--- src/rtl/pipe_pkg.sv ---
// Shared definitions for the pipeline hazard controller: FSM encoding,
// the hard-wired zero register index and the default MDU latency.
package pipe_pkg;

    typedef enum logic {
        RUN      = 1'b0,
        MDU_WAIT = 1'b1
    } haz_state_e;

    localparam logic [4:0] REG_ZERO    = 5'd0;
    localparam int         MDU_LAT_DEF = 4;

endpackage

--- src/rtl/hazard_mdu_timer.sv ---
// Countdown for a multi-cycle MDU op holding EX: loads on entry, decrements
// while waiting, holds during an external stall, and flags the release cycle.
module hazard_mdu_timer #(
    parameter int MDU_LAT = 4
) (
    input  logic clk,
    input  logic rst,
    input  logic freeze,
    input  logic load,
    input  logic in_wait,
    output logic last
);

    localparam int CW = $clog2(MDU_LAT + 1);

    logic [CW-1:0] cnt;

    always_ff @(posedge clk) begin
        if (rst) begin
            cnt <= '0;
        end else if (!freeze) begin
            if (load) begin
                cnt <= CW'(MDU_LAT - 1);
            end else if (in_wait && cnt != '0) begin
                cnt <= cnt - CW'(1);
            end
        end
    end

    // The wait cycle with cnt==1 is the one that releases the pipe.
    assign last = in_wait && (cnt == CW'(1));

endmodule

--- src/rtl/pipe_hazard_ctrl.sv ---
// Hazard/sequencing controller for the 5-stage pipeline: load-use stall,
// taken-branch flush, MDU freeze and external memory-wait stall.
// Optional perf counters are built when HAZ_PERF_CNT_EN is defined.
module pipe_hazard_ctrl
    import pipe_pkg::*;
#(
    parameter int MDU_LAT = MDU_LAT_DEF,
    parameter int PERF_W  = 16
) (
    input  logic              clk,
    input  logic              rst,
    input  logic [4:0]        id_rs,
    input  logic [4:0]        id_rt,
    input  logic              id_uses_rt,
    input  logic [4:0]        ex_rt,
    input  logic              ex_mem2reg,
    input  logic              ex_regwr,
    input  logic              ex_branch_taken,
    input  logic              ex_mdu_start,
    input  logic              ext_stall,
`ifdef HAZ_PERF_CNT_EN
    output logic [PERF_W-1:0] perf_stall_cnt,
    output logic [PERF_W-1:0] perf_flush_cnt,
`endif
    output logic              pc_wr_en,
    output logic              ifid_wr_en,
    output logic              ifid_flush,
    output logic              idex_wr_en,
    output logic              idex_bubble,
    output logic              mdu_busy,
    output logic              mdu_done
);

    haz_state_e state_q, state_d;
    logic       load_use;
    logic       mdu_load;
    logic       mdu_last;

    assign load_use = ex_mem2reg && ex_regwr && (ex_rt != REG_ZERO) &&
                      ((ex_rt == id_rs) || (id_uses_rt && (ex_rt == id_rt)));

    // Branch outranks an MDU start arriving in the same cycle.
    assign mdu_load = (state_q == RUN) && !ext_stall && !ex_branch_taken && ex_mdu_start;

    hazard_mdu_timer #(
        .MDU_LAT (MDU_LAT)
    ) u_timer (
        .clk     (clk),
        .rst     (rst),
        .freeze  (ext_stall),
        .load    (mdu_load),
        .in_wait (state_q == MDU_WAIT),
        .last    (mdu_last)
    );

    always_ff @(posedge clk) begin
        if (rst) begin
            state_q <= RUN;
        end else begin
            state_q <= state_d;
        end
    end

    always_comb begin
        state_d     = state_q;
        pc_wr_en    = 1'b1;
        ifid_wr_en  = 1'b1;
        ifid_flush  = 1'b0;
        idex_wr_en  = 1'b1;
        idex_bubble = 1'b0;
        mdu_busy    = (state_q == MDU_WAIT);
        mdu_done    = 1'b0;

        if (ext_stall) begin
            pc_wr_en   = 1'b0;
            ifid_wr_en = 1'b0;
            idex_wr_en = 1'b0;
        end else begin
            case (state_q)
                RUN: begin
                    if (ex_branch_taken) begin
                        ifid_flush  = 1'b1;
                        idex_bubble = 1'b1;
                    end else if (ex_mdu_start) begin
                        pc_wr_en   = 1'b0;
                        ifid_wr_en = 1'b0;
                        idex_wr_en = 1'b0;
                        state_d    = MDU_WAIT;
                    end else if (load_use) begin
                        pc_wr_en    = 1'b0;
                        ifid_wr_en  = 1'b0;
                        idex_bubble = 1'b1;
                    end
                end
                MDU_WAIT: begin
                    if (mdu_last) begin
                        mdu_done = 1'b1;
                        state_d  = RUN;
                    end else begin
                        pc_wr_en   = 1'b0;
                        ifid_wr_en = 1'b0;
                        idex_wr_en = 1'b0;
                    end
                end
                default: state_d = RUN;
            endcase
        end
    end

`ifdef HAZ_PERF_CNT_EN
    always_ff @(posedge clk) begin
        if (rst) begin
            perf_stall_cnt <= '0;
            perf_flush_cnt <= '0;
        end else begin
            if (!pc_wr_en && perf_stall_cnt != '1) begin
                perf_stall_cnt <= perf_stall_cnt + PERF_W'(1);
            end
            if (ifid_flush && perf_flush_cnt != '1) begin
                perf_flush_cnt <= perf_flush_cnt + PERF_W'(1);
            end
        end
    end
`endif

endmodule

--- config.mk ---
export PLATFORM = sky130hd
export DESIGN_NAME = pipe_hazard_ctrl
export DESIGN_NICKNAME = d
export VERILOG_FILES = /design/src/rtl/pipe_pkg.sv /design/src/rtl/hazard_mdu_timer.sv /design/src/rtl/pipe_hazard_ctrl.sv
export SDC_FILE = /design/constraint.sdc
export NUM_CORES = 1
export LEC_CHECK = 0
export CORE_MARGIN = 3
export CORE_UTILIZATION = 25
export DETAILED_ROUTE_END_ITERATION = 10
export SKIP_CTS_REPAIR_TIMING = 1
export SLEW_MARGIN = 10
export SYNTH_ARGS = -nofsm -noshare
export SYNTH_HDL_FRONTEND = slang
export SYNTH_SLANG_ARGS = --single-unit
--- constraint.sdc ---
create_clock -name clk -period 1.5 [get_ports clk]
set_input_delay 0.3 -clock clk [delete_from_list [all_inputs] [get_ports clk]]
set_output_delay 0.3 -clock clk [all_outputs]
set_load 0.01 [all_outputs]
==> metrics.md, run 1 <==
| Metric | Value |
|---|---|
| Antenna violations before repair | 0 |
| Delay-heaviest family, CP | buffers and inverters |
| Placed Area | 890 sq um |
| Num CTS Buffers | 3 |
| Fillers | 131 |
| Die footprint | 2170 sq um |
| Drt total wl | roughly 1500 um |
| Worst R2R Setup Slack | -110 ps |
| DRC | 0 |
| Max_cap viols | 0 |
| DR iter-0 viols | 6 |
| Antenna-violating nets left | 0 |
| Worst-path clk slew | 40 ps |
| Critical path depth in cells | 7 |
| Slowest-stage cell, CP | dfxtp_2 |
| Highest metal used | met3 |
| Max_slew headroom | 0.773 |
| First-pass GRT wire length | 1910 um |
| Critical Path, Cell by Cell | inv_2, ha_4, nor4bb_4, buf_4, a21oi_2, a31oi_4, buf_2 |
| Hold Path Class | flop to flop |
| Clock sinks | 4 |
| Syn_area_per_cell | 8.23 sq um |
| Setup crit end kind | output pin |
| Setup TNS | -1490 ps |
| Detail Placement HPWL | 1090 um |
| DR vias | 534 |
| Met3 wire len | 34 um |
| I/O pins | 30 |
| Layout net count | 130 |
| Delay of the slowest cell on the worst path | roughly 320 ps |
| GRT Total Usage | 0.122 |
| Die span in x | 46.6 um |
| WL/cell | 12.5 um |
| R2R cell count | 10 |
| Clock skew | 6.22 ps |
| Skew-Pair Late Insertion Delay | 230 ps |
| Tcrit/Tclk final | 1.23 |
| Final setup vio count | 7 |
| VDD IR max | 0.438 mV |
| Sequential cell area | about 86 sq um |
| Fmax | 541 MHz |
| Ys Warns | 0 |
| Clk root buf | clkbuf_4 |
| Post-layout min period | roughly 1800 ps |
| Area Growth Syn to Fin | 152% |
| RSZ-0062 raised after global routing | true |
| Worst Setup Start Kind | flop |
| Die height | 46.6 um |
| Failing checks | negative setup slack |
| Mapped Area | 412 sq um |
| Seq/Total Area, Yosys | 0.195 |
| CTS tree | built |
| Clock Path Buffers | 2 |
| Kind of critical path | flop to output pin |
| Status | complete, but fails checks |
| Port bufs | 29 |
| Met2 WL post-DR | 722 um |
| Critical path peak fanout | 2 |
| Area of the multi-input gates | around 430 sq um |
| H-Tree Depth | 1 |
| Met1 WL | 722 um |
| DRT Pass-1 Iters | 4 |
| Hold Fails Final Rpt | 0 |
| Pleak | between 0.4 and 0.5 nW |
| Diodes inserted | 0 |
| Cell Pwr Density | 498 nW/um^2 |
| Synth cell types | 23 |
| Commonest non-fill, non-tap cell in the layout | buf_4 |
| Initial core utilization | 0.270 |
| Vias/cell | 4.53 |
| Final Max Slew Viols | 0 |
| Final WS setup | -349 ps |
| FP Rows | 14 |
| Actual slew at the worst max-slew pin | approximately 340 ps |
| Gate Count Post-Synth | 50 |
| Largest net degree at the start of global routing | 7 |
| Hold Crit Depth | 2 |
| Post-route cell area | 1040 sq um |
| Core area | 1520 sq um |
| Syn_nets | between 70 and 80 |
| Most frequent cells in the layout | buf_4, clkdlybuf4s50_1, xnor2_1, dlymetal6s2s_1, buf_6 |
| Layout cell share with drive strength beyond 1 | 0.500 |
| Vias in the first global route | 456 |
| Placer Congestion | 0.706 |
| Number of synthesized register bits | 4 |
| Congestion Overflow GR | 0 |
| WP buf/inv | 3 |
| Worst path required time | about 1200 ps |
| Critical path arrival | 1550 ps |
## cell type report
cell class,count,area share
timing repair buffer,50,0.446
multi-input combinational,41,0.413
sequential,4,0.0832
clock buffer,3,0.0217
tap,16,0.0193
inverter,4,0.0169
## synthesized netlist by cell type (all sizes together)
cell type / instances / share of area
nor4bb: 1 / 0.024
nor3b: 1 / 0.046
o22ai: 1 / 0.015
nor2: 3 / 0.027
buf: 1 / 0.018
ha: 3 / 0.091
o311a: 1 / 0.024
nor3: 3 / 0.036
a31o: 1 / 0.021
a21oi: 3 / 0.036
a2111oi: 1 / 0.036
or3: 1 / 0.015
nand3: 1 / 0.012
nand4: 1 / 0.015
dfxtp: 4 / 0.19
nand2: 3 / 0.027
nor2b: 1 / 0.015
and2: 1 / 0.015
inv: 4 / 0.036
xnor2: 11 / 0.23
nand2b: 2 / 0.030
o21ai: 1 / 0.012
a31oi: 1 / 0.015
## cell families after synthesis
kind of cell	share of synthesized area
xor+xnor	0.234
compound gates	0.161
flops	0.195
fa+ha+maj	0.0912
simple gates	0.264
buf+inv	0.0547
## stage by stage
stage / power, mW / std cells / hold WS (ps) / worst slack (ps) / util
detailed placement: 0.354 / 113 / 560 / -968 / 0.584
finish: 0.517 / 118 / 547 / -349 / 0.681
floorplan: 0.213 / 50 / 369 / -134 / -
CTS: 0.491 / 116 / 570 / -973 / 0.599
global route: 0.546 / 118 / 563 / -424 / 0.681
global placement: 0.352 / 113 / 559 / -948 / 0.584
## layer usage
| metal | vias up | track usage |
|---|---|---|
| met5 | - | 0 |
| met4 | 0 | 0.0341 |
| met3 | 0 | 0.0117 |
| met2 | 7 | 0.190 |
| met1 | 247 | 0.177 |
| li1 | 280 | - |
## power breakdown
| group | internal (mW) | switching, mW |
|---|---|---|
| combinational | 0.162 | 0.0972 |
| sequential | 0.114 | 0.00815 |
| clock | 0.0896 | 0.0457 |
## registers in the layout (all words and copies together), names as in the netlist
name	cells
mdu_busy	1
u_timer.cnt	3
## worst paths after layout
| kind | start | end |
|---|---|---|
| hold / removal | mdu_busy$_SDFFE_PP0N_ | mdu_busy$_SDFFE_PP0N_ |
| setup / recovery | u_timer.cnt[1]$_SDFFE_PP0P_ | pc_wr_en |
| setup reg to reg | u_timer.cnt[0]$_SDFFE_PP0P_ | u_timer.cnt[1]$_SDFFE_PP0P_ |
| hold reg to reg | mdu_busy$_SDFFE_PP0N_ | mdu_busy$_SDFFE_PP0N_ |
## tightest hold or removal path: cells and delay by family (launching register included)
kind	cells	cell delay [ps]
flip-flops	1	340
AND/OR/NAND/NOR	2	170
Power figures use the tool's default switching activity.
==> inputs of run 2 (changes only) <==
--- a/config.mk
+++ b/config.mk
@@ -6,8 +6,9 @@
 export NUM_CORES = 1
 export LEC_CHECK = 0
 export CORE_MARGIN = 3
-export CORE_UTILIZATION = 25
+export CORE_UTILIZATION = 29
 export DETAILED_ROUTE_END_ITERATION = 10
+export PLACE_DENSITY = 0.72
 export SKIP_CTS_REPAIR_TIMING = 1
 export SLEW_MARGIN = 10
 export SYNTH_ARGS = -nofsm -noshare
==> run 2 against run 1 <==
Compared with the run above: clock skew rose by 2.0 ps; cell area fell by 5.7%; largest cell class unchanged; critical path depth shrank 1; via count increased by 3.4%; sequential share of layout area increased by 0.12 points; count of clock-buffer cells in the layout stayed put; maximum frequency grew 3.9%; register-to-register slack improved by 70 ps; flip-flop and latch count stayed put; the flow still finishes with violations (negative setup slack); worst setup slack better by 69 ps; non-clock buffer count decreased by 4.
==> metrics.md, run 2 (synthesis results as in run 1) <==
| Metric | Value |
|---|---|
| Largest register FFs | 3 (unchanged) |
| First-pass GRT wire length | 2460 um (+29%) |
| Hold Fails Final Rpt | 0 (unchanged) |
| Top reg by flops | u_timer.cnt |
| Diodes inserted | 0 (unchanged) |
| Fin cells | 112 (-5.1%) |
| Placed Area | 865 sq um (-2.8%) |
| Worst path required time | 1200 ps (about the same) |
| Setup crit end kind | output pin |
| Largest net degree at the start of global routing | 7 (unchanged) |
| Cell Pwr Density | 514 nW/um^2 (+3.3%) |
| DRC | 0 (unchanged) |
| Setup TNS | -1250 ps (+247 ps) |
| Failing checks | negative setup slack |
| Vias/cell | 4.93 (+8.9%) |
| GRT Total Usage | 0.172 (+0.0499) |
| Status | complete, but fails checks |
| Die height | 43.7 um (-6.2%) |
| Clock Path Buffers | 2 (unchanged) |
| Worst Setup Start Kind | flop |
| FP Rows | 12 (-2) |
| Slowest-stage cell, CP | nor4bb_4 |
| WL/cell | 15.1 um (+20%) |
| Skew-Pair Late Insertion Delay | 240 ps (about the same) |
| Critical path arrival | 1480 ps (-70 ps) |
| Tcrit/Tclk final | 1.19 (-0.0458) |
| DR iter-0 viols | 11 (+5) |
| Power Total | 503 uW (-2.6%) |
| Placer Congestion | 0.778 (+10%) |
| Vias in the first global route | 581 (+27%) |
| VDD IR max | 0.556 mV (+27%) |
| Clock sinks | 4 (unchanged) |
| DR vias | 552 (+3.4%) |
| WP buf/inv | 2 (-1) |
| CTS tree | built |
| Delay-heaviest family, CP | simple AND/OR/NAND/NOR gates |
| Pleak | 0.513 nW (+2.9%) |
| Layout net count | 126 (-3.1%) |
| I/O pins | 30 (unchanged) |
| Final Max Slew Viols | 0 (unchanged) |
| Detail Placement HPWL | 1310 um (+20%) |
| Post-layout min period | 1780 ps (-68.7 ps) |
| Port bufs | 29 (unchanged) |
| Delay of the slowest cell on the worst path | 340 ps (+20 ps) |
| Fmax | 562 MHz (+3.9%) |
| Area Growth Syn to Fin | 138% |
| H-Tree Depth | 1 (unchanged) |
| Hold Path Class | flop to flop |
| Worst-path clk slew | 30 ps (about the same) |
| Max_cap viols | 0 (unchanged) |
| Antenna violations before repair | 0 (unchanged) |
| Most frequent cells in the layout | buf_4, dlymetal6s2s_1, xnor2_1 |
| Antenna-violating nets left | 0 (unchanged) |
| Final WS setup | -280 ps (+68.7 ps) |
| Post-Place Cells | 108 (-4.4%) |
| Max_slew headroom | 0.746 (-0.0269) |
| Util after Layout | 0.805 (+0.124) |
| Kind of critical path | flop to output pin |
| Clk root buf | clkbuf_4 |
| DRT Pass-1 Iters | 4 (unchanged) |
| Post-route cell area | 978 sq um (-5.7%) |
| Critical path peak fanout | 2 (unchanged) |
| RSZ-0062 raised after global routing | true |
| Drt total wl | 1690 um (+14%) |
| Layout cell share with drive strength beyond 1 | 0.429 (-0.0714) |
| Congestion Overflow GR | 0 (unchanged) |
| Actual slew at the worst max-slew pin | 378 ps (+40.1 ps) |
| Clock skew | 8.22 ps (+2.00 ps) |
| Critical Path, Cell by Cell | inv_2, ha_4, nor4bb_4, a21oi_2, a31oi_4, buf_2 |
| Final setup vio count | 7 (unchanged) |
| Die span in x | 43.7 um (-6.2%) |
| Commonest non-fill, non-tap cell in the layout | buf_4 |
| Num CTS Buffers | 3 (unchanged) |
| Die footprint | 1910 sq um (-12%) |
| Core area | 1220 sq um (-20%) |
| Initial core utilization | 0.338 (+0.0684) |
==> run 2: tightest hold or removal path: stages, from the launching register on <==
cell and delay (ps):
dfxtp_2 320, o21ai_0 100, a21oi_1 140
==> run 2: layer usage <==
| metal | share of wire | vias up | wire (um) | GRT usage |
|---|---|---|---|---|
| met5 | 0 | - | 0 | 0 |
| met3 | 0.033 | 0 | 55 | 0.0249 |
| met1 | 0.41 | 266 | 695 | 0.205 |
| met2 | 0.56 | 14 | 941 | 0.302 |
| li1 | - | 272 | - | - |
| met4 | 0 | 0 | 0 | 0.0723 |
==> run 2: layout make-up <==
class | instances | area (sq um)
timing repair buffer | 46 | 432
multi-input combinational | 41 | 407
fill | 80 | 238
sequential | 4 | 82.6
clock buffer | 3 | 22.5
inverter | 4 | 17.5
tap | 14 | 17.5
==> run 2: power breakdown <==
part / total [mW] / switching [mW] / internal (mW)
registers: 0.120 / 0.00587 / 0.115
clock network: 0.134 / 0.0444 / 0.0895
logic: 0.249 / 0.102 / 0.147
==> run 2: worst paths after layout <==
check                              start  slack [ps]                          end  depth (start not counted)
min          u_timer.cnt[1]$_SDFFE_PP0P_         610  u_timer.cnt[1]$_SDFFE_PP0P_                          2
max reg2reg  u_timer.cnt[0]$_SDFFE_PP0P_         -40  u_timer.cnt[1]$_SDFFE_PP0P_                          9
max          u_timer.cnt[1]$_SDFFE_PP0P_        -280                   ifid_wr_en                          6
min reg2reg  u_timer.cnt[1]$_SDFFE_PP0P_         610  u_timer.cnt[1]$_SDFFE_PP0P_                          2
==> run 2: through the flow <==
step / setup slack [ps] / hold slack [ps]
after floorplan: -134 / 369
after global placement: -946 / 555
after detailed placement: -986 / 599
after CTS: -986 / 607
after global routing: -359 / 646
final: -280 / 610
==> patch (config.mk and constraints of run 1) <==
The package constant `MDU_LAT_DEF` goes from 4 to 2.
--- a/src/rtl/pipe_pkg.sv
+++ b/src/rtl/pipe_pkg.sv
@@ -8,7 +8,7 @@
     } haz_state_e;
 
     localparam logic [4:0] REG_ZERO    = 5'd0;
-    localparam int         MDU_LAT_DEF = 4;
+    localparam int         MDU_LAT_DEF = 2;
 
 endpackage
 
Behaviour: not the same (Yosys sat finds a counterexample within 4 cycles, from zero or initial values and one cycle with rst high).
==> patch against run 1 <==
- wire length decreased by 13%
- area after synthesis decreased by 12%
- sequential cell count decreased by 1
- hold slack got worse by 0.050 ns
- cell area decreased by 16%
- register-to-register slack improved by 0.39 ns
- count of clock-buffer cells in the layout increased by 1
- the flow still finishes with violations (negative setup slack)
- total power decreased by 16%
- worst setup slack got worse by 0.0096 ns
- maximum frequency decreased by 0.51%
==> patch: results (changes against run 1) <==
| Metric | Value |
|---|---|
| Outcome | finished, violations left (unchanged) |
| Failing checks | negative setup slack (unchanged) |
| Final Net Count | 117 (was 130) |
| Fin Setup TNS | -1.44 ns (was -1.49 ns) |
| Met3 GRT Util | 3.32% (was 1.17%) |
| Met1 WL | 532 um (was 722 um) |
| Vias in the first global route | 463 (was 456) |
| Seq pwr share | 20.4% (was 23.7%) |
| Mapped Nets | 72 (was 76) |
| Crit path capture | ifid_wr_en (was pc_wr_en) |
| Layout Skew | 0.00221 ns (was 0.00622 ns) |
| First DRT Iteration DRCs | 2 (was 6) |
| Lkg Pwr | 0.480 nW (was 0.498 nW) |
| Hold Path End | u_timer.cnt[1] (was mdu_busy) |
| Largest net degree at the start of global routing | 8 (was 7) |
| Crit. Startpoint | ex_rt[2] (was u_timer.cnt[1]) |
| Synthesized instance count | 47 (was 50) |
| Reg2reg start | u_timer.cnt[1] (was u_timer.cnt[0]) |
| Switching power share of the total | 30.1% (was 29.2%) |
| Metal2 WL | 621 um (was 722 um) |
| Placer Congestion | 0.771 (was 0.706) |
| Max reg flops | 2 (was 3) |
| Share of layout cells above drive strength 1 | 42.9% (was 50.0%) |
| Top cell types by occurrence after synthesis | 9 x xor2_1, 5 x inv_1, 4 x a21oi_1 (was 11 x xnor2_1, 4 x dfxtp_1, 4 x inv_1) |
| Met3 Wirelength | 120 um (was 34 um) |
| Crit Reg-Reg Endpoint | u_timer.cnt[0] (was u_timer.cnt[1]) |
| Largest cells by area after synthesis | xor2_1 22%, dfxtp_1 17%, ha_1 6.9% (was xnor2_1 23%, dfxtp_1 19%, ha_1 9.1%) |
| WL final | 1.29 mm (was 1.48 mm) |
| # setup viols final | 5 (was 7) |
| DR top layer | met4 (was met3) |
| Pwr Total | 0.000436 W (was 0.000517 W) |
| R2R depth | 6 (was 10) |
| Total GRT Usage | 13.1% (was 12.2%) |
| Hold WS | 0.497 ns (was 0.547 ns) |
| Worst path top cell family by delay | compound AO/OA/AOI/OAI gates (was buffers and inverters) |
| PnR worst setup slack | -0.358 ns (was -0.349 ns) |
| Met1 Usage GRT | 16.0% (was 17.7%) |
| Hold Startpoint | u_timer.cnt[1] (was mdu_busy) |
| Drt first pass iters | 2 (was 4) |
| Fillers | 130 (was 131) |
| Worst slew pin tran | 0.258 ns (was 0.338 ns) |
==> patch: final cells by class <==
class	instances	area, um^2	share of cell area, %
clock buffer	4	26.3	3.02
inverter	5	18.8	2.16
timing repair buffer	42	402	46.2
multi-input combinational	37	342	39.3
sequential	3	62.6	7.19
tap	15	18.8	2.16
==> patch: kinds of logic (layout without fill, tap and decap cells) <==
| kind of cell | after synthesis | count (layout) | share of synthesized area, % |
|---|---|---|---|
| compound gates | 14 | 14 | 28.5 |
| simple gates | 11 | 11 | 14.9 |
| xor+xnor | 10 | 10 | 24.3 |
| buf+inv | 7 | 51 | 8.68 |
| flops | 3 | 3 | 16.7 |
| fa+ha+maj | 2 | 2 | 6.94 |
